## src/rtl/uart_pkg.sv

```systemverilog
// Shared types for the UART transmitter: FSM states, word-length encoding and
// the per-frame configuration snapshot.
package uart_pkg;

    localparam int DIV_W = 16;

    typedef enum logic [2:0] {
        IDLE   = 3'd0,
        START  = 3'd1,
        DATA   = 3'd2,
        PARITY = 3'd3,
        STOP   = 3'd4
    } uart_tx_state_e;

    typedef enum logic [1:0] {
        BITS_5 = 2'b00,
        BITS_6 = 2'b01,
        BITS_7 = 2'b10,
        BITS_8 = 2'b11
    } uart_bits_e;

    typedef struct packed {
        logic [DIV_W-1:0] div;
        uart_bits_e       bits;
        logic             parity_en;
        logic             stop_bits;
    } uart_tx_cfg_t;

    // Index of the last data bit for a given word length (N-1 = 4 + bits).
    function automatic logic [2:0] last_bit_idx(input uart_bits_e bits);
        return 3'd4 + {1'b0, bits};
    endfunction

endpackage

```

## src/rtl/uart_baud_tick.sv

```systemverilog
// Bit-period counter: counts 0..div while enabled and emits a one-cycle tick
// at count==div; cleared synchronously when a new frame is accepted.
module uart_baud_tick
    import uart_pkg::*;
#(
    parameter int DIV_W = 16
) (
    input  logic             clk_i,
    input  logic             rst_i,
    input  logic             en_i,
    input  logic             clr_i,
    input  logic [DIV_W-1:0] div_i,
    output logic             tick_o
);

    logic [DIV_W-1:0] count_q;
    logic [DIV_W-1:0] count_d;

    assign tick_o = en_i && (count_q == div_i);

    // Next count: wrap on tick, hold at zero while idle or on frame start.
    always_comb begin
        count_d = count_q;
        if (clr_i || !en_i || tick_o) begin
            count_d = '0;
        end else begin
            count_d = count_q + DIV_W'(1);
        end
    end

    // Counter register.
    always_ff @(posedge clk_i) begin
        if (rst_i) begin
            count_q <= '0;
        end else begin
            count_q <= count_d;
        end
    end

endmodule

```

## src/rtl/uart_tx_core.sv

```systemverilog
// UART transmitter: start bit, 5-8 data bits LSB first, optional even parity,
// 1 or 2 stop bits, bit period set by a runtime divider.
module uart_tx_core
    import uart_pkg::*;
#(
    parameter int DIV_W  = 16,
    parameter int DATA_W = 8
) (
    input  logic              clk_i,
    input  logic              rst_i,
    input  logic              cfg_en_i,
    input  logic [DIV_W-1:0]  cfg_div_i,
    input  logic [1:0]        cfg_bits_i,
    input  logic              cfg_parity_en_i,
    input  logic              cfg_stop_bits_i,
    input  logic [DATA_W-1:0] data_i,
    input  logic              valid_i,
    output logic              ready_o,
    output logic              tx_o,
    output logic              busy_o,
    output logic              done_o
);

    uart_tx_state_e    state_q;
    uart_tx_cfg_t      cfg_q;
    logic [DATA_W-1:0] shift_q;
    logic [2:0]        bit_cnt_q;
    logic              par_q;
    logic              tx_q;
    logic              busy_q;
    logic              done_q;
    logic              tick_s;
    logic              start_s;

    // Gating with rst_i keeps ready low while reset is held.
    assign ready_o = (state_q == IDLE) && cfg_en_i && !rst_i;
    assign start_s = valid_i && ready_o;
    assign tx_o    = tx_q;
    assign busy_o  = busy_q;
    assign done_o  = done_q;

    uart_baud_tick #(
        .DIV_W (DIV_W)
    ) u_baud (
        .clk_i  (clk_i),
        .rst_i  (rst_i),
        .en_i   (busy_q),
        .clr_i  (start_s),
        .div_i  (cfg_q.div),
        .tick_o (tick_s)
    );

    // Frame sequencer; tx/busy/done are registered alongside the state.
    always_ff @(posedge clk_i) begin
        if (rst_i) begin
            state_q   <= IDLE;
            cfg_q     <= '0;
            shift_q   <= '0;
            bit_cnt_q <= 3'd0;
            par_q     <= 1'b0;
            tx_q      <= 1'b1;
            busy_q    <= 1'b0;
            done_q    <= 1'b0;
        end else begin
            done_q <= 1'b0;
            case (state_q)
                IDLE: begin
                    if (start_s) begin
                        cfg_q.div       <= cfg_div_i;
                        cfg_q.bits      <= uart_bits_e'(cfg_bits_i);
                        cfg_q.parity_en <= cfg_parity_en_i;
                        cfg_q.stop_bits <= cfg_stop_bits_i;
                        shift_q         <= data_i;
                        bit_cnt_q       <= 3'd0;
                        par_q           <= 1'b0;
                        tx_q            <= 1'b0;
                        busy_q          <= 1'b1;
                        state_q         <= START;
                    end else begin
                        tx_q   <= 1'b1;
                        busy_q <= 1'b0;
                    end
                end
                START: begin
                    if (tick_s) begin
                        tx_q    <= shift_q[0];
                        state_q <= DATA;
                    end
                end
                DATA: begin
                    if (tick_s) begin
                        par_q   <= par_q ^ shift_q[0];
                        shift_q <= shift_q >> 1;
                        if (bit_cnt_q == last_bit_idx(cfg_q.bits)) begin
                            bit_cnt_q <= 3'd0;
                            if (cfg_q.parity_en) begin
                                tx_q    <= par_q ^ shift_q[0];
                                state_q <= PARITY;
                            end else begin
                                tx_q    <= 1'b1;
                                state_q <= STOP;
                            end
                        end else begin
                            bit_cnt_q <= bit_cnt_q + 3'd1;
                            tx_q      <= shift_q[1];
                        end
                    end
                end
                PARITY: begin
                    if (tick_s) begin
                        tx_q    <= 1'b1;
                        state_q <= STOP;
                    end
                end
                STOP: begin
                    if (tick_s) begin
                        if (cfg_q.stop_bits && (bit_cnt_q == 3'd0)) begin
                            bit_cnt_q <= 3'd1;
                        end else begin
                            bit_cnt_q <= 3'd0;
                            tx_q      <= 1'b1;
                            busy_q    <= 1'b0;
                            done_q    <= 1'b1;
                            state_q   <= IDLE;
                        end
                    end
                end
                default: begin
                    tx_q    <= 1'b1;
                    busy_q  <= 1'b0;
                    state_q <= IDLE;
                end
            endcase
        end
    end

endmodule
```

## config.mk

```make
export PLATFORM = sky130hd
export DESIGN_NAME = uart_tx_core
export DESIGN_NICKNAME = d
export VERILOG_FILES = /design/src/rtl/uart_pkg.sv /design/src/rtl/uart_baud_tick.sv /design/src/rtl/uart_tx_core.sv
export SDC_FILE = /design/constraint.sdc
export NUM_CORES = 1
export LEC_CHECK = 0
export ABC_CLOCK_PERIOD_IN_PS = 4300
export CAP_MARGIN = 20
export CORE_ASPECT_RATIO = 0.6
export CORE_MARGIN = 5
export CORE_UTILIZATION = 45
export DETAILED_ROUTE_END_ITERATION = 10
export GPL_TIMING_DRIVEN = 0
export PLACE_DENSITY_LB_ADDON = 0.05
export SLEW_MARGIN = 40
export SYNTH_ARGS = -nofsm -noshare
export SYNTH_HDL_FRONTEND = slang
export SYNTH_SLANG_ARGS = --single-unit
export TNS_END_PERCENT = 20
```

## constraint.sdc

```tcl
create_clock -name clk_i -period 4.3 [get_ports clk_i]
set_input_delay 0.645 -clock clk_i [delete_from_list [all_inputs] [get_ports clk_i]]
set_output_delay 0.645 -clock clk_i [all_outputs]
set_load 0.02 [all_outputs]
```

# Word level (Yosys, flattened, before mapping)
# Index checks and enable logic that the tools add are counted.
[word_totals]
out_inout_bits = 4
reg_bits = 54
inputBits = 32
elab_cells = 89
[classes]
addsub = 3
n_eq_ne = 13
bitwise = 4
n_mux = 35
n_reduce_logical = 22
[ops]
columns = ["operator", "count"]
rows = [
  ["$mux 3", 12],
  ["$add 16x1->16 const B", 1],
  ["$eq 16x16->1", 1],
  ["$mux 8", 2],
  ["$pmux 8 s2", 1],
  ["$mux 1", 15],
  ["$pmux 3 s5", 1],
  ["$ne 2x1->1 const B", 5],
  ["$pmux 3 s3", 1],
  ["$reduce_and 7->1", 1],
  ["$eq 3x2->1 const B", 2],
  ["$logic_not 3->1", 2],
  ["$reduce_and 3->1", 2],
  ["$reduce_or 3->1", 2],
  ["$logic_and 1x1->1", 5],
  ["$pmux 1 s5", 1],
  ["$reduce_and 5->1", 1],
  ["$ne 2x2->1 const B", 2],
  ["$reduce_and 4->1", 1],
  ["$add 3x1->3 const B", 1],
  ["$add 3x2->3 const A", 1],
  ["$eq 3x1->1 const B", 1],
  ["$eq 3x3->1", 1],
  ["$eq 3x3->1 const B", 1],
  ["10 further kinds", 14],
]

# Logic depth before layout (Yosys ltp)
[logic_depth]
depth_word = 7
depth_mapped = 7
mapped_depth_nobuf = 6

# Cells and area by module
# A second synthesis with hierarchy kept.
[unflattened]
cells_unflattened = 303
area_unflattened_um2 = 2623.8
[modules_own_cells]
columns = ["module", "seq_area_each_um2", "instances", "area_per_inst_um2", "cells_per_inst"]
rows = [
  ["uart_tx_core", 760.7, 1, 1752.9, 203],
  ["uart_baud_tick", 320.3, 1, 870.8, 100],
]

# Least setup slack after synthesis
# No wires, ideal clock.
[synth_timing]
path_type = "input-to-reg"
from = "input cfg_en_i"
to = "register shift_q[0]"
path_buffers = 1
t_required_ns = 4.179
arrival_time_ns = 1.874
setup_time_ns = 0.121
cell_stages = 5
slack_ns = 2.305
cell_sequence = "and3b_1 and3_1 clkbuf_1 a31oi_2 mux2_2"
[synth_via]
elab_chain_len = 5
[synth_lines]
columns = ["item", "line_no", "text"]
rows = [
  ["from (decl)", "uart_tx_core.sv:11", "input logic cfg_en_i,"],
  ["$logic_and 1x1->1 (2 in series)", "uart_tx_core.sv:36", "assign ready_o = (state_q == IDLE) && cfg_en_i && !rst_i;"],
  ["$logic_and 1x1->1", "uart_tx_core.sv:37", "assign start_s = valid_i && ready_o;"],
  ["$ne 2x1->1 (no source line)", "n/a", ""],
  ["$reduce_and 3->1 (no source line)", "n/a", ""],
  ["to (signal assigned)", "uart_tx_core.sv:73", "shift_q <= data_i;"],
  ["to (signal assigned)", "uart_tx_core.sv:93", "shift_q <= shift_q >> 1;"],
  ["to (decl)", "uart_tx_core.sv:26", "logic [DATA_W-1:0] shift_q;"],
]
# Every way passes these cells.
# A chain may end at the register's enable or synchronous reset.

# Worst setup path in the final report
[layout_timing]
from = "input rst_i"
to = "output ready_o"
[layout_via]
elab_chain_len = 2
[layout_lines]
columns = ["item", "line_no", "text"]
rows = [
  ["from (decl)", "uart_tx_core.sv:10", "input logic rst_i,"],
  ["$logic_not 1->1", "uart_tx_core.sv:36", ""],
  ["$logic_and 1x1->1", "uart_tx_core.sv:36", ""],
  ["to (decl)", "uart_tx_core.sv:18", "output logic ready_o,"],
]
# Every way passes these cells.

==> summary.md <==
| Metric | Value |
|---|---|
| Dpl cell area | `3140 µm²` |
| Largest buffer count on any clock path | `2` |
| Worst reg2reg path depth | `7` |
| Outcome | `complete, no violations` |
| Critical Path, Cell by Cell | `clkdlybuf4s50_1, clkbuf_1, nor2_1, and3_1, clkdlybuf4s50_1` |
| HPWL after detailed placement | `5030 µm` |
| Register area share after synthesis | `40.2%` |
| Post-synth ARST share | `0%` |
| Drt first pass iters | `4` |
| Clock transition at path regs | `90 ps` |
| Cell variety after synth | `42` |
| Post-synth net total | `361` |
| Gp weighted congestion | `0.928` |
| Setup TNS | `0 ps` |
| Final cell count without fillers | `449` |
| Yosys reg bits | `54` |
| CP required | `3650 ps` |
| Hold depth | `2` |
| Top-area cell type share of the netlist area | `40.2%` |
| Cell Rows | `21` |
| Final min period | `3260 ps` |
| Hold EP | `cfg_q[2]` |
| Max Freq | `0.307 GHz` |
| Placed cells | `441` |
| I/O Pins | `36` |
| Number of port buffers | `35` |
| # DRC | `0` |
| Tot GR Track Use | `18.3%` |
| Hold Crit Start | `cfg_q[2]` |
| Final Instance Area | `3250 µm²` |
| Number of nets with antenna violations after routing | `0` |
| Pwr/cell area | `303 nW/µm²` |
| CTS tree | `yes` |
| Final Setup Violations | `0` |
| Worst-Skew Late Latency | `310 ps` |
| Vias per cell | `5.09` |
| Final net count | `403` |
| Initial antenna violation count | `0` |
| CP most frequent cell | `clkdlybuf4s50_1` |
| Pin count of the biggest net entering global routing | `16` |
| Reg-to-reg slack, setup | `2160 ps` |
| CTS Buf Count | `5` |
| Die area | `7670 µm²` |
| First-pass GRT wire length | `11000 µm` |
| Fin Hold WS | `496 ps` |
| Max cap viols | `0` |
| Share of cells above drive strength 1 | `6.78%` |
| Area grow syn2layout | `20.9%` |
| HP Class | `register to register` |
| Die Span Y | `69.9 µm` |
| Post-synth EDFFs | `0` |
| Syn avg cell area | `8.25 µm²` |
| DRC marker count from the first detailed-route iteration | `146` |
| H-tree depth | `2` |
| Hold Buf Count CTS | `0` |
| Leak | `1.11 nW` |
| Commonest cells in the netlist | `54 x dfxtp_1, 44 x nand2_1, 30 x nor2_1` |
| Startpoint types | `primary input` |
| Register area | `1080 µm²` |
| Fillers | `586` |
| Total number of vias | `2286` |
| Final Cycle Share | `75.8%` |
| CP arrival | `2620 ps` |
| Wirelength, routed | `6670 µm` |
| Final hold violation count | `0` |
| VDD IR max | `151 µV` |
| Worst rel slew slack | `55.0%` |
| Area occupied by multi-input gates | `1510 µm²` |
| RSZ-0062 raised after global routing | `false` |
| Mapped Cells | `326` |
| CP top delay family | `buffers and inverters` |
| CTS Root Cell | `clkbuf_8` |
| Cts repair resizes | `0` |
| Final Slew Violations | `0` |
| Reg2Reg Launch Point | `u_baud.count_q[2]` |
| Core area | `5680 µm²` |
| Most common cell in the netlist | `dfxtp_1` |
| CP peak stage delay | `600 ps` |
| Crit path buffers/inverters | `3` |
| Critical path peak fanout | `10` |
| Post-synth top area cell | `dfxtp_1` |
| Setup bufs post-CTS | `0` |
| Kind of critical path | `primary input to output pin` |
| Antenna diodes | `0` |
| Critical Path Slowest Stage Cell | `clkdlybuf4s50_1` |
| Clk_skew | `12.7 ps` |
| Die X | `110 µm` |
| R2r endpoint | `u_baud.count_q[11]` |
| Area contributors post-synth | `dfxtp_1 40%, xnor2_1 8.5%, nand2_1 6.1%` |
| # clock sinks | `54` |
| Synthesized cell area | `2690 µm²` |
| Vias in the first global route | `2116` |
| Nature of the critical path endpoint | `output pin` |
| Primary FF master, synth | `dfxtp_1` |
| Initial Utilization | `47.4%` |
| WL per Instance | `14.9 µm` |
| Least-Margin Pin Slew | `671 ps` |
| GRT overflow | `0` |
| Yosys warning count | `0` |
[worst register-to-register path: cells and delay by family, from the launching register on]
| kind | cells | cell delay (ps) |
|---|---|---|
| buffers and inverters | 2 | 500 |
| DFF | 1 | 480 |
| and+or+nand+nor | 3 | 470 |
| AOI/OAI and AO/OA | 1 | 440 |
| xor gates and xnor gates | 1 | 150 |
[through the flow]
step / total power [mW] / util (%) / setup slack, ps
final: 0.985 / 57.3 / 1040
after global routing: 1.03 / 57.3 / 921
after CTS: 0.988 / 57.3 / 1030
after detailed placement: 0.655 / 55.4 / 1040
after global placement: 0.654 / 55.3 / 1030
after floorplan: 0.600 / - / 2310
[cell type report]
| cell class | instances | area share (%) |
|---|---|---|
| Clock buffer | 7 | 2.35 |
| Sequential cell | 54 | 33.3 |
| Buffer | 18 | 2.31 |
| Tap cell | 80 | 3.08 |
| Inverter | 7 | 0.808 |
| Clock inverter | 1 | 0.924 |
| Timing Repair Buffer | 35 | 10.8 |
| Multi-Input combinational cell | 247 | 46.5 |
[cell usage in the layout, fill, tap and decap left out, drive strengths merged]
| cell type | synthesis | final |
|---|---|---|
| and3 | 6 | 6 |
| nand4 | 6 | 6 |
| ha | 3 | 3 |
| or3b | 1 | 1 |
| a31o | 2 | 2 |
| a21oi | 11 | 11 |
| o31a | 1 | 1 |
| a31oi | 4 | 4 |
| buf | 4 | 4 |
| nor2 | 30 | 30 |
| clkbuf | 14 | 21 |
| a211o | 2 | 2 |
| nand2 | 44 | 44 |
| nand3 | 10 | 10 |
| nor2b | 7 | 7 |
| or3 | 4 | 4 |
| a32o | 1 | 1 |
| o31ai | 3 | 3 |
| inv | 7 | 7 |
| o32a | 1 | 1 |
| clkdlybuf4s50 | 0 | 35 |
| nor4 | 3 | 3 |
| xnor2 | 26 | 26 |
| o211ai | 1 | 1 |
| o21ai | 21 | 21 |
| o22ai | 1 | 1 |
| mux2 | 9 | 9 |
| nand2b | 20 | 20 |
| nor3b | 4 | 4 |
| xor2 | 7 | 7 |
| and3b | 1 | 1 |
| nand3b | 3 | 3 |
| mux2i | 1 | 1 |
| or2 | 1 | 1 |
| dfxtp | 54 | 54 |
| bufinv | 0 | 1 |
| and4 | 1 | 1 |
| a311o | 1 | 1 |
| nor3 | 9 | 9 |
| o311ai | 2 | 2 |
[cell families (layout without fill, tap and decap cells)]
kind of cell,after synthesis,in the layout,share of synthesized area [%]
xor gates and xnor gates,33,33,10.7
muxes,10,10,4.28
DFF,54,54,40.2
AOI/OAI and AO/OA,51,51,11.9
and+or+nand+nor,150,150,27.7
adders and majority gates,3,3,1.40
buffers and inverters,25,68,3.77
[where the power goes]
group / switching (mW) / leakage (nW) / internal, mW
logic: 0.0569 / 0.615 / 0.0600
clock network: 0.167 / 0.0524 / 0.175
registers: 0.0118 / 0.438 / 0.515
[routing by layer]
| metal | global-route usage, % | vias to the layer above | routed length, µm |
|---|---|---|---|
| met5 | 0 | - | 0 |
| met4 | 3.73 | 0 | 46 |
| met3 | 3.96 | 5 | 431 |
| met2 | 22.1 | 56 | 2430 |
| met1 | 31.4 | 1025 | 3760 |
| li1 | - | 1200 | - |
[flip-flops by register name (all words and copies together), names as in the netlist]
name	flops
par_q	1
tx_o	1
busy_o	1
bit_cnt_q	3
cfg_q	20
shift_q	8
u_baud.count_q	16
state_q	3
done_o	1
[how the worst max path moves through the flow]
stage,from,end,cells after the start
5_1_grt,rst_i,ready_o,5
6_report,rst_i,ready_o,5
3_5_place_dp,rst_i,ready_o,5
3_3_place_gp,rst_i,ready_o,5
2_1_floorplan,cfg_en_i,shift_q[0],5
4_1_cts,rst_i,ready_o,5
Note: power is estimated with default switching activity, not from simulation.
